### src/rtl/spi_slave_regs.sv
// SPI mode-0 slave with a bank of 8-bit registers, read and written with 16-bit frames.
// Every SPI input is resynchronised into clk, and the whole block runs in the clk domain.
module spi_slave_regs #(
    parameter int NUM_REGS    = 16,
    parameter int SYNC_STAGES = 2
) (
    input  logic       clk,
    input  logic       rst_n,
    input  logic       scl,
    input  logic       cs_n,
    input  logic       mosi,
    output logic       miso,
    output logic       miso_oe,
    output logic       wr_strobe,
    output logic [6:0] wr_addr,
    output logic [7:0] wr_data,
    input  logic [6:0] rd_addr,
    output logic [7:0] rd_data
);

    typedef enum logic [1:0] {IDLE, CMD, DATA, DONE} state_e;

    localparam int        AW    = (NUM_REGS > 1) ? $clog2(NUM_REGS) : 1;
    localparam logic [7:0] NREGS = 8'(NUM_REGS);

    logic [SYNC_STAGES-1:0] scl_sync;
    logic [SYNC_STAGES-1:0] cs_sync;
    logic [SYNC_STAGES-1:0] mosi_sync;
    logic                   scl_d;
    logic                   cs_d;
    logic                   primed;
    logic                   armed;

    logic       scl_s, cs_s, mosi_s;
    logic       scl_rise, scl_fall, cs_fall, cs_rise;

    state_e     state;
    logic [4:0] bit_cnt;
    logic [6:0] shift_in;
    logic       rw;
    logic [6:0] addr;
    logic [6:0] shift_out;
    logic       miso_r;
    logic [7:0] regs [NUM_REGS];

    logic [7:0] rx_byte;
    logic [7:0] rd_word;
    logic       addr_ok;
    logic       rd_ok;

    // Synchronizers and edge-detect history
    always_ff @(posedge clk or negedge rst_n) begin
        if (!rst_n) begin
            scl_sync  <= '0;
            cs_sync   <= '1;
            mosi_sync <= '0;
            scl_d     <= 1'b0;
            cs_d      <= 1'b1;
            primed    <= 1'b0;
            armed     <= 1'b0;
        end else begin
            scl_sync  <= {scl_sync[SYNC_STAGES-2:0], scl};
            cs_sync   <= {cs_sync[SYNC_STAGES-2:0], cs_n};
            mosi_sync <= {mosi_sync[SYNC_STAGES-2:0], mosi};
            scl_d     <= scl_s;
            cs_d      <= cs_s;
            primed    <= 1'b1;
            // A frame may start only after cs_n has been seen high since reset,
            // so a select held low across reset release is not taken as a new frame.
            armed     <= armed | (primed & cs_sync[0]);
        end
    end

    assign scl_s    = scl_sync[SYNC_STAGES-1];
    assign cs_s     = cs_sync[SYNC_STAGES-1];
    assign mosi_s   = mosi_sync[SYNC_STAGES-1];
    assign scl_rise = scl_s & ~scl_d;
    assign scl_fall = ~scl_s & scl_d;
    assign cs_fall  = cs_d & ~cs_s & armed;
    assign cs_rise  = ~cs_d & cs_s;

    assign rx_byte  = {shift_in, mosi_s};
    assign addr_ok  = ({1'b0, addr} < NREGS);
    assign rd_ok    = ({1'b0, rd_addr} < NREGS);
    assign rd_word  = addr_ok ? regs[addr[AW-1:0]] : 8'h00;

    // Frame FSM, register bank and serial output
    always_ff @(posedge clk or negedge rst_n) begin
        if (!rst_n) begin
            state     <= IDLE;
            bit_cnt   <= 5'd0;
            shift_in  <= 7'd0;
            rw        <= 1'b0;
            addr      <= 7'd0;
            shift_out <= 7'd0;
            miso_r    <= 1'b0;
            wr_strobe <= 1'b0;
            wr_addr   <= 7'd0;
            wr_data   <= 8'd0;
            for (int i = 0; i < NUM_REGS; i++) begin
                regs[i] <= 8'd0;
            end
        end else begin
            wr_strobe <= 1'b0;
            if (cs_rise) begin
                state  <= IDLE;
                miso_r <= 1'b0;
            end else begin
                case (state)
                    IDLE: begin
                        if (cs_fall) begin
                            state    <= CMD;
                            bit_cnt  <= 5'd0;
                            shift_in <= 7'd0;
                            miso_r   <= 1'b0;
                        end
                    end
                    CMD: begin
                        if (scl_rise) begin
                            shift_in <= {shift_in[5:0], mosi_s};
                            bit_cnt  <= bit_cnt + 5'd1;
                            if (bit_cnt == 5'd7) begin
                                rw    <= shift_in[6];
                                addr  <= {shift_in[5:0], mosi_s};
                                state <= DATA;
                            end
                        end
                    end
                    DATA: begin
                        if (scl_rise) begin
                            shift_in <= {shift_in[5:0], mosi_s};
                            bit_cnt  <= bit_cnt + 5'd1;
                            if (bit_cnt == 5'd15) begin
                                state <= DONE;
                                if (!rw && addr_ok) begin
                                    regs[addr[AW-1:0]] <= rx_byte;
                                    wr_strobe          <= 1'b1;
                                    wr_addr            <= addr;
                                    wr_data            <= rx_byte;
                                end
                            end
                        end else if (scl_fall && rw) begin
                            // The first falling edge of the data phase loads the register
                            // and presents its MSB; later ones shift the remaining bits out.
                            if (bit_cnt == 5'd8) begin
                                shift_out <= rd_word[6:0];
                                miso_r    <= rd_word[7];
                            end else begin
                                miso_r    <= shift_out[6];
                                shift_out <= {shift_out[5:0], 1'b0};
                            end
                        end
                    end
                    DONE: begin
                    end
                    default: state <= IDLE;
                endcase
            end
        end
    end

    always_ff @(posedge clk or negedge rst_n) begin
        if (!rst_n) begin
            rd_data <= 8'd0;
        end else begin
            rd_data <= rd_ok ? regs[rd_addr[AW-1:0]] : 8'h00;
        end
    end

    assign miso_oe = ~cs_s;
    assign miso    = miso_r & miso_oe;

endmodule

### config.mk
export PLATFORM = sky130hd
export DESIGN_NAME = spi_slave_regs
export DESIGN_NICKNAME = d
export VERILOG_FILES = /design/src/rtl/spi_slave_regs.sv
export SDC_FILE = /design/constraint.sdc
export NUM_CORES = 1
export LEC_CHECK = 0
export CAP_MARGIN = 20
export CELL_PAD_IN_SITES_DETAIL_PLACEMENT = 0
export CELL_PAD_IN_SITES_GLOBAL_PLACEMENT = 1
export CORE_MARGIN = 2
export CORE_UTILIZATION = 35
export CTS_BUF_LIST = sky130_fd_sc_hd__clkbuf_16
export CTS_CLUSTER_SIZE = 8
export DETAILED_ROUTE_END_ITERATION = 6
export PLACE_DENSITY = 0.63
export SYNTH_ARGS = -nofsm -noshare
export SYNTH_HDL_FRONTEND = slang
export SYNTH_SLANG_ARGS = --single-unit
export TNS_END_PERCENT = 30
### constraint.sdc
create_clock -name clk -period 3.15 [get_ports clk]
set_input_delay 0.315 -clock clk [delete_from_list [all_inputs] [get_ports clk]]
set_output_delay 0.315 -clock clk [all_outputs]
set_load 0.05 [all_outputs]
==> results of run 1 <==
[critical path, cell delays in order (launching register included)]
cell and delay [ns]:
dfrtp_1 0.39, ha_1 0.21, and3_1 0.17, ha_1 0.14
inv_1 0.04, nor3_1 0.15, nand4_1 0.14, buf_4 0.31
nor3_4 0.67, mux2_2 0.41
[cells in the mapped netlist, types with 8 or more instances]
cell | instances | area share
mux4_2 | 72 | 0.17
o21ai_0 | 15 | 0.0079
mux2_2 | 134 | 0.16
ha_1 | 8 | 0.011
buf_1 | 9 | 0.0036
clkbuf_1 | 26 | 0.010
buf_2 | 8 | 0.0042
nand2_1 | 72 | 0.028
a22o_1 | 9 | 0.0083
nand3_1 | 9 | 0.0047
nor2b_1 | 12 | 0.0079
inv_1 | 10 | 0.0040
dfrtp_1 | 189 | 0.50
[path summary, 6_finish.rpt]
kind	end	cells past startpoint	slack (ns)
worst min register to register	mosi_sync[1]$_DFF_PN0_	0	0.35
max in group asynchronous	regs[120]$_DFFE_PN0P_	3	1.83
worst max register to register	regs[74]$_DFFE_PN0P_	9	0.39
min in group asynchronous	wr_addr[1]$_DFFE_PN0P_	2	0.51
worst min-delay path	cs_sync[0]$_DFF_PN1_	1	0.28
worst max-delay path	regs[74]$_DFFE_PN0P_	9	0.39
[sequential cells by signal (all words and copies together) (netlist names)]
name,flops
cs_sync,2
cs_d,1
rw,1
miso_r,1
wr_data,8
primed,1
scl_sync,2
shift_out,7
addr,7
scl_d,1
regs,128
shift_in,7
state,2
bit_cnt,5
armed,1
wr_addr,7
rd_data,8
wr_strobe,1
mosi_sync,2
[timing repair]
| item | in CTS | in global routing |
|---|---|---|
| resized for setup | 0 | 0 |
| hold endpoints to repair | 72 | 0 |
| buffers inserted | 0 | 0 |
| hold buffers | 1 | 0 |
[where the power goes]
group | switching (mW) | internal (mW) | leakage, nW
clock network | 1.02 | 1.18 | 0.281
registers | 0.269 | 2.54 | 2.64
logic | 0.390 | 0.244 | 1.98
[area by class of cell]
class	instances	area, µm²	area share
clock buffer	17	425	0.0391
clock inverter	15	163	0.0150
inverter	11	41.3	0.00380
tap	341	427	0.0392
sequential	192	4810	0.442
multi-input combinational	406	4410	0.406
timing repair buffer	62	597	0.0549
[kinds of logic after synthesis]
logic type	count (synthesis)	synth area share
compound gates	49	0.0358
fa+ha+maj	8	0.0105
buf+inv	61	0.0291
flops	192	0.506
mux	210	0.334
other cells	1	0.000395
simple gates	138	0.0837
[layer usage]
| metal | vias up | track usage | part of all wire |
|---|---|---|---|
| met5 | - | 0 | 0 |
| met4 | 0 | 0.0551 | 0.013 |
| met3 | 23 | 0.0241 | 0.038 |
| met2 | 128 | 0.293 | 0.49 |
| met1 | 3119 | 0.252 | 0.46 |
| li1 | 2499 | - | - |
==> flow_metrics.tcl, run 1 <==
set metrics [dict create \
    status "finished clean" \
    powerDensity_nw_per_um2 518 \
    coreArea_um2 26800 \
    r2r_start "bit_cnt[1]$_DFFE_PN0P_" \
    final_area_um2 10900 \
    cap_violations 0 \
    total_leakage_power_nw 4.90 \
    hold_slack_ns 0.285 \
    drc 0 \
    viasPerCell 5.53 \
    pre_cts_slack_ns 0.392 \
    ys_seq_area_frac 0.506 \
    grt_pass1_vias 6283 \
    nets 710 \
    crit_type "flip-flop to flip-flop" \
    hold_viol 0 \
    ys.flop_type "dfrtp_1" \
    dp_hpwl_um 16000 \
    vdd_drop_max_v 0.000322 \
    cts_tree "yes" \
    finClkSkew_ns 0.0122 \
    rsz0062_at_grt "no" \
    holdCritPathClass "input port to flip-flop" \
    clk_latency_ns 0.44 \
    die_w_um 169 \
    worst_pin_slew_ns 0.925 \
    fillers 2423 \
    layout-drive-gt1-share 0.405 \
    critPathCaptureType "flip-flop" \
    async_flop_share 1.00 \
    grt_antenna_before_repair 0 \
    grt_first_pass_wirelength_um 38600 \
    cp_max_fo 28 \
    post_dp_cell_area_um2 10300 \
    syn_area_um2 9500 \
    worst_ep_arrival_time_ns 3.08 \
    wl_per_cell_um 23.3 \
    grt_max_degree 87 \
    clk_pin_slew_worst_paths_ns 0.07 \
    antenna_left 0 \
    htree_levels 4 \
    fmax_ghz 0.362 \
    synth_seq_cells 192 \
    ctsLongestPathBuffers 2 \
    postSynthAreaPerCell_um2 14.4 \
    fin_crit_ns 2.76 \
    critPathLaunchType "flip-flop" \
    layout_commonest_cell "dfrtp_1" \
    syn_nets 679 \
    slew_violations 0 \
    area_growth_pct 14.5 \
    dp.cells 1011 \
    rows 60 \
    synth_cells 659 \
    final_cell_mix "dfrtp_1 (188), mux2_2 (134), mux4_2 (72), nand2_1 (72), clkdlybuf4s50_1 (35)" \
    setup_viol 0 \
    fin_ws_ns 0.388 \
    track_usage 0.180 \
    dieArea_um2 28500 \
    firstDrtPassIters 4 \
    overflow 0 \
    critPathLaunch "bit_cnt[1]$_DFFE_PN0P_" \
    synth_edf_count 0 \
    antennaDiodeCount 0 \
    ios 38 \
    cp_data_required_time_ns 3.47 \
    yosysWarningCount 0 \
    root_buffer "clkbuf_16" \
    place_congestion 0.799 \
    period_share 0.877 \
    tns_ns 0 \
    post-route-util 0.406 \
    ys_types 43 \
    io_buffers 37 \
    start_util 0.354 \
    layout.cells.non_filler 1044 \
    power_mw 5.64 \
    cts_buffers 17 \
    drtIter0Drc 440 \
    cts.sinks 192 \
    dieHeight_um 169 \
    drt-total-wl_um 24300 \
    num_vias 5769 \
    min_from "cs_n" \
    slew_headroom 0.383 \
]
(Power assumes the default switching activity.)
==> inputs of run 2 (changes only) <==
Settings changed: CORE_ASPECT_RATIO set to 0.75, CORE_MARGIN 2 to 8.
==> flow_metrics.tcl, run 2 (synthesis gave the netlist of run 1 again) <==
set metrics [dict create \
    dieArea_um2 32700 \
    rsz0062_at_grt "no" \
    total_leakage_power_nw 4.92 \
    clk_pin_slew_worst_paths_ns 0.07 \
    drt-total-wl_um 25700 \
    crit_top_cell "ha_1" \
    ff_latch_area_um2 4810 \
    coreArea_um2 26800 \
    drc 0 \
    drtIter0Drc 431 \
    vdd_drop_max_v 0.000388 \
    largest_register_ff_count 128 \
    fin_crit_ns 2.72 \
    dp_hpwl_um 17600 \
    htree_levels 4 \
    post_dp_cell_area_um2 10300 \
    track_usage 0.166 \
    powerDensity_nw_per_um2 512 \
    fillers 2475 \
    clk_latency_ns 0.43 \
    top_register "regs" \
    slew_violations 0 \
    period_share 0.864 \
    grt_max_degree 84 \
    overflow 0 \
    ios 38 \
    worst_ep_arrival_time_ns 3.03 \
    slowest_stage "dfrtp_1" \
    critPathCaptureType "flip-flop" \
    dieHeight_um 159 \
    cts.sinks 192 \
    cp_data_required_time_ns 3.46 \
    top_regs "regs (128), rd_data (8), wr_data (8)" \
    ctsLongestPathBuffers 2 \
    finClkSkew_ns 0.0110 \
    die_w_um 206 \
    firstDrtPassIters 5 \
    multiInputGateArea_um2 4410 \
    crit_chain "ha_1 > and3_1 > ha_1 > inv_1 > nor3_1 > nand4_1 > buf_4 > inv_2 > nand3_2 > mux2_2" \
    critPathLaunchType "flip-flop" \
    hold_viol 0 \
    area_growth_pct 14.8 \
    pre_cts_slack_ns 0.436 \
    tns_ns 0 \
    fin_ws_ns 0.427 \
    cts_resized 0 \
    cp_max_fo 17 \
    grt_pass1_vias 6227 \
    cp_top_family "simple AND/OR/NAND/NOR gates" \
    slew_headroom 0.421 \
    num_vias 5906 \
    antennaDiodeCount 0 \
    layout_commonest_cell "dfrtp_1" \
    holdCritPathClass "input port to flip-flop" \
    dp.cells 1024 \
    worst_pin_slew_ns 0.868 \
    final_area_um2 10900 \
    nets 713 \
    crit_type "flip-flop to flip-flop" \
    grt_first_pass_wirelength_um 40300 \
    critPathBufInv 3 \
    cts_tree "yes" \
    io_buffers 37 \
    status "finished clean" \
    max_stage_delay_ns 0.39 \
    fmax_ghz 0.367 \
    setup_viol 0 \
    cts_buffers 17 \
    layout.cells.non_filler 1057 \
    start_util 0.354 \
    grt_antenna_before_repair 1 \
    wl_per_cell_um 24.3 \
    layout-drive-gt1-share 0.407 \
    viasPerCell 5.59 \
    antenna_left 0 \
    root_buffer "clkbuf_16" \
    cap_violations 0 \
    rows 52 \
    final_cell_mix "dfrtp_1 (188), mux2_2 (134), mux4_2 (72), nand2_1 (72), clkdlybuf4s50_1 (35)" \
    place_congestion 0.825 \
]
[run 2: area by class of cell]
| cell class | instances | area share |
|---|---|---|
| Sequential cell | 192 | 0.441 |
| Timing Repair Buffer | 65 | 0.0579 |
| Tap cell | 351 | 0.0403 |
| Multi-Input combinational cell | 406 | 0.405 |
| Clock inverter | 15 | 0.0133 |
| Clock buffer | 17 | 0.0390 |
| Inverter | 11 | 0.00379 |
[run 2: final timing paths]
path                                        start                      to  slack [ns]  cells after the start
min                                          cs_n    cs_sync[0]$_DFF_PN1_        0.31                      1
max                        bit_cnt[1]$_DFFE_PN0P_    regs[94]$_DFFE_PN0P_        0.43                     10
max reg2reg                bit_cnt[1]$_DFFE_PN0P_    regs[94]$_DFFE_PN0P_        0.43                     10
min reg2reg                mosi_sync[0]$_DFF_PN0_  mosi_sync[1]$_DFF_PN0_        0.35                      0
min in group asynchronous                   rst_n  wr_data[2]$_DFFE_PN0P_        0.49                      2
max in group asynchronous                   rst_n    regs[77]$_DFFE_PN0P_        1.78                      3
[run 2: power breakdown]
part           internal, mW  total [mW]  switching [mW]
Combinational         0.243       0.646           0.403
Clock                  1.17        2.14           0.976
Sequential             2.54        2.80           0.261
Total                  3.95        5.59            1.64
[run 2: repair_timing]
item                                   4_1_cts  5_1_grt
hold buffers                                 1        0
buffers inserted                             0        0
endpoints found under the hold margin       80        0
[run 2: routing by layer]
layer  routed length (µm)  track usage  up-vias
li1                     -            -     2514
met1                12400        0.244     3145
met2                11100        0.234      207
met3                 1670       0.0468       38
met4                  489       0.0503        2
met5                   12            0        -
[run 2: through the flow]
| step | hold slack [ns] | total power [mW] | utilization |
|---|---|---|---|
| global route | 0.296 | 5.85 | 0.407 |
| CTS | 0.297 | 5.64 | 0.407 |
| detailed placement | 0.336 | 3.49 | 0.385 |
| floorplan | 0.0194 | 3.20 | - |
| global placement | 0.336 | 3.46 | 0.385 |
| finish | 0.310 | 5.59 | 0.407 |
==> inputs of run 3 (changes only) <==
Settings changed: SKIP_LAST_GASP set to 1.
==> results of run 3 <==
No change in the layout: final DEF, timing and power equal those of run 2.
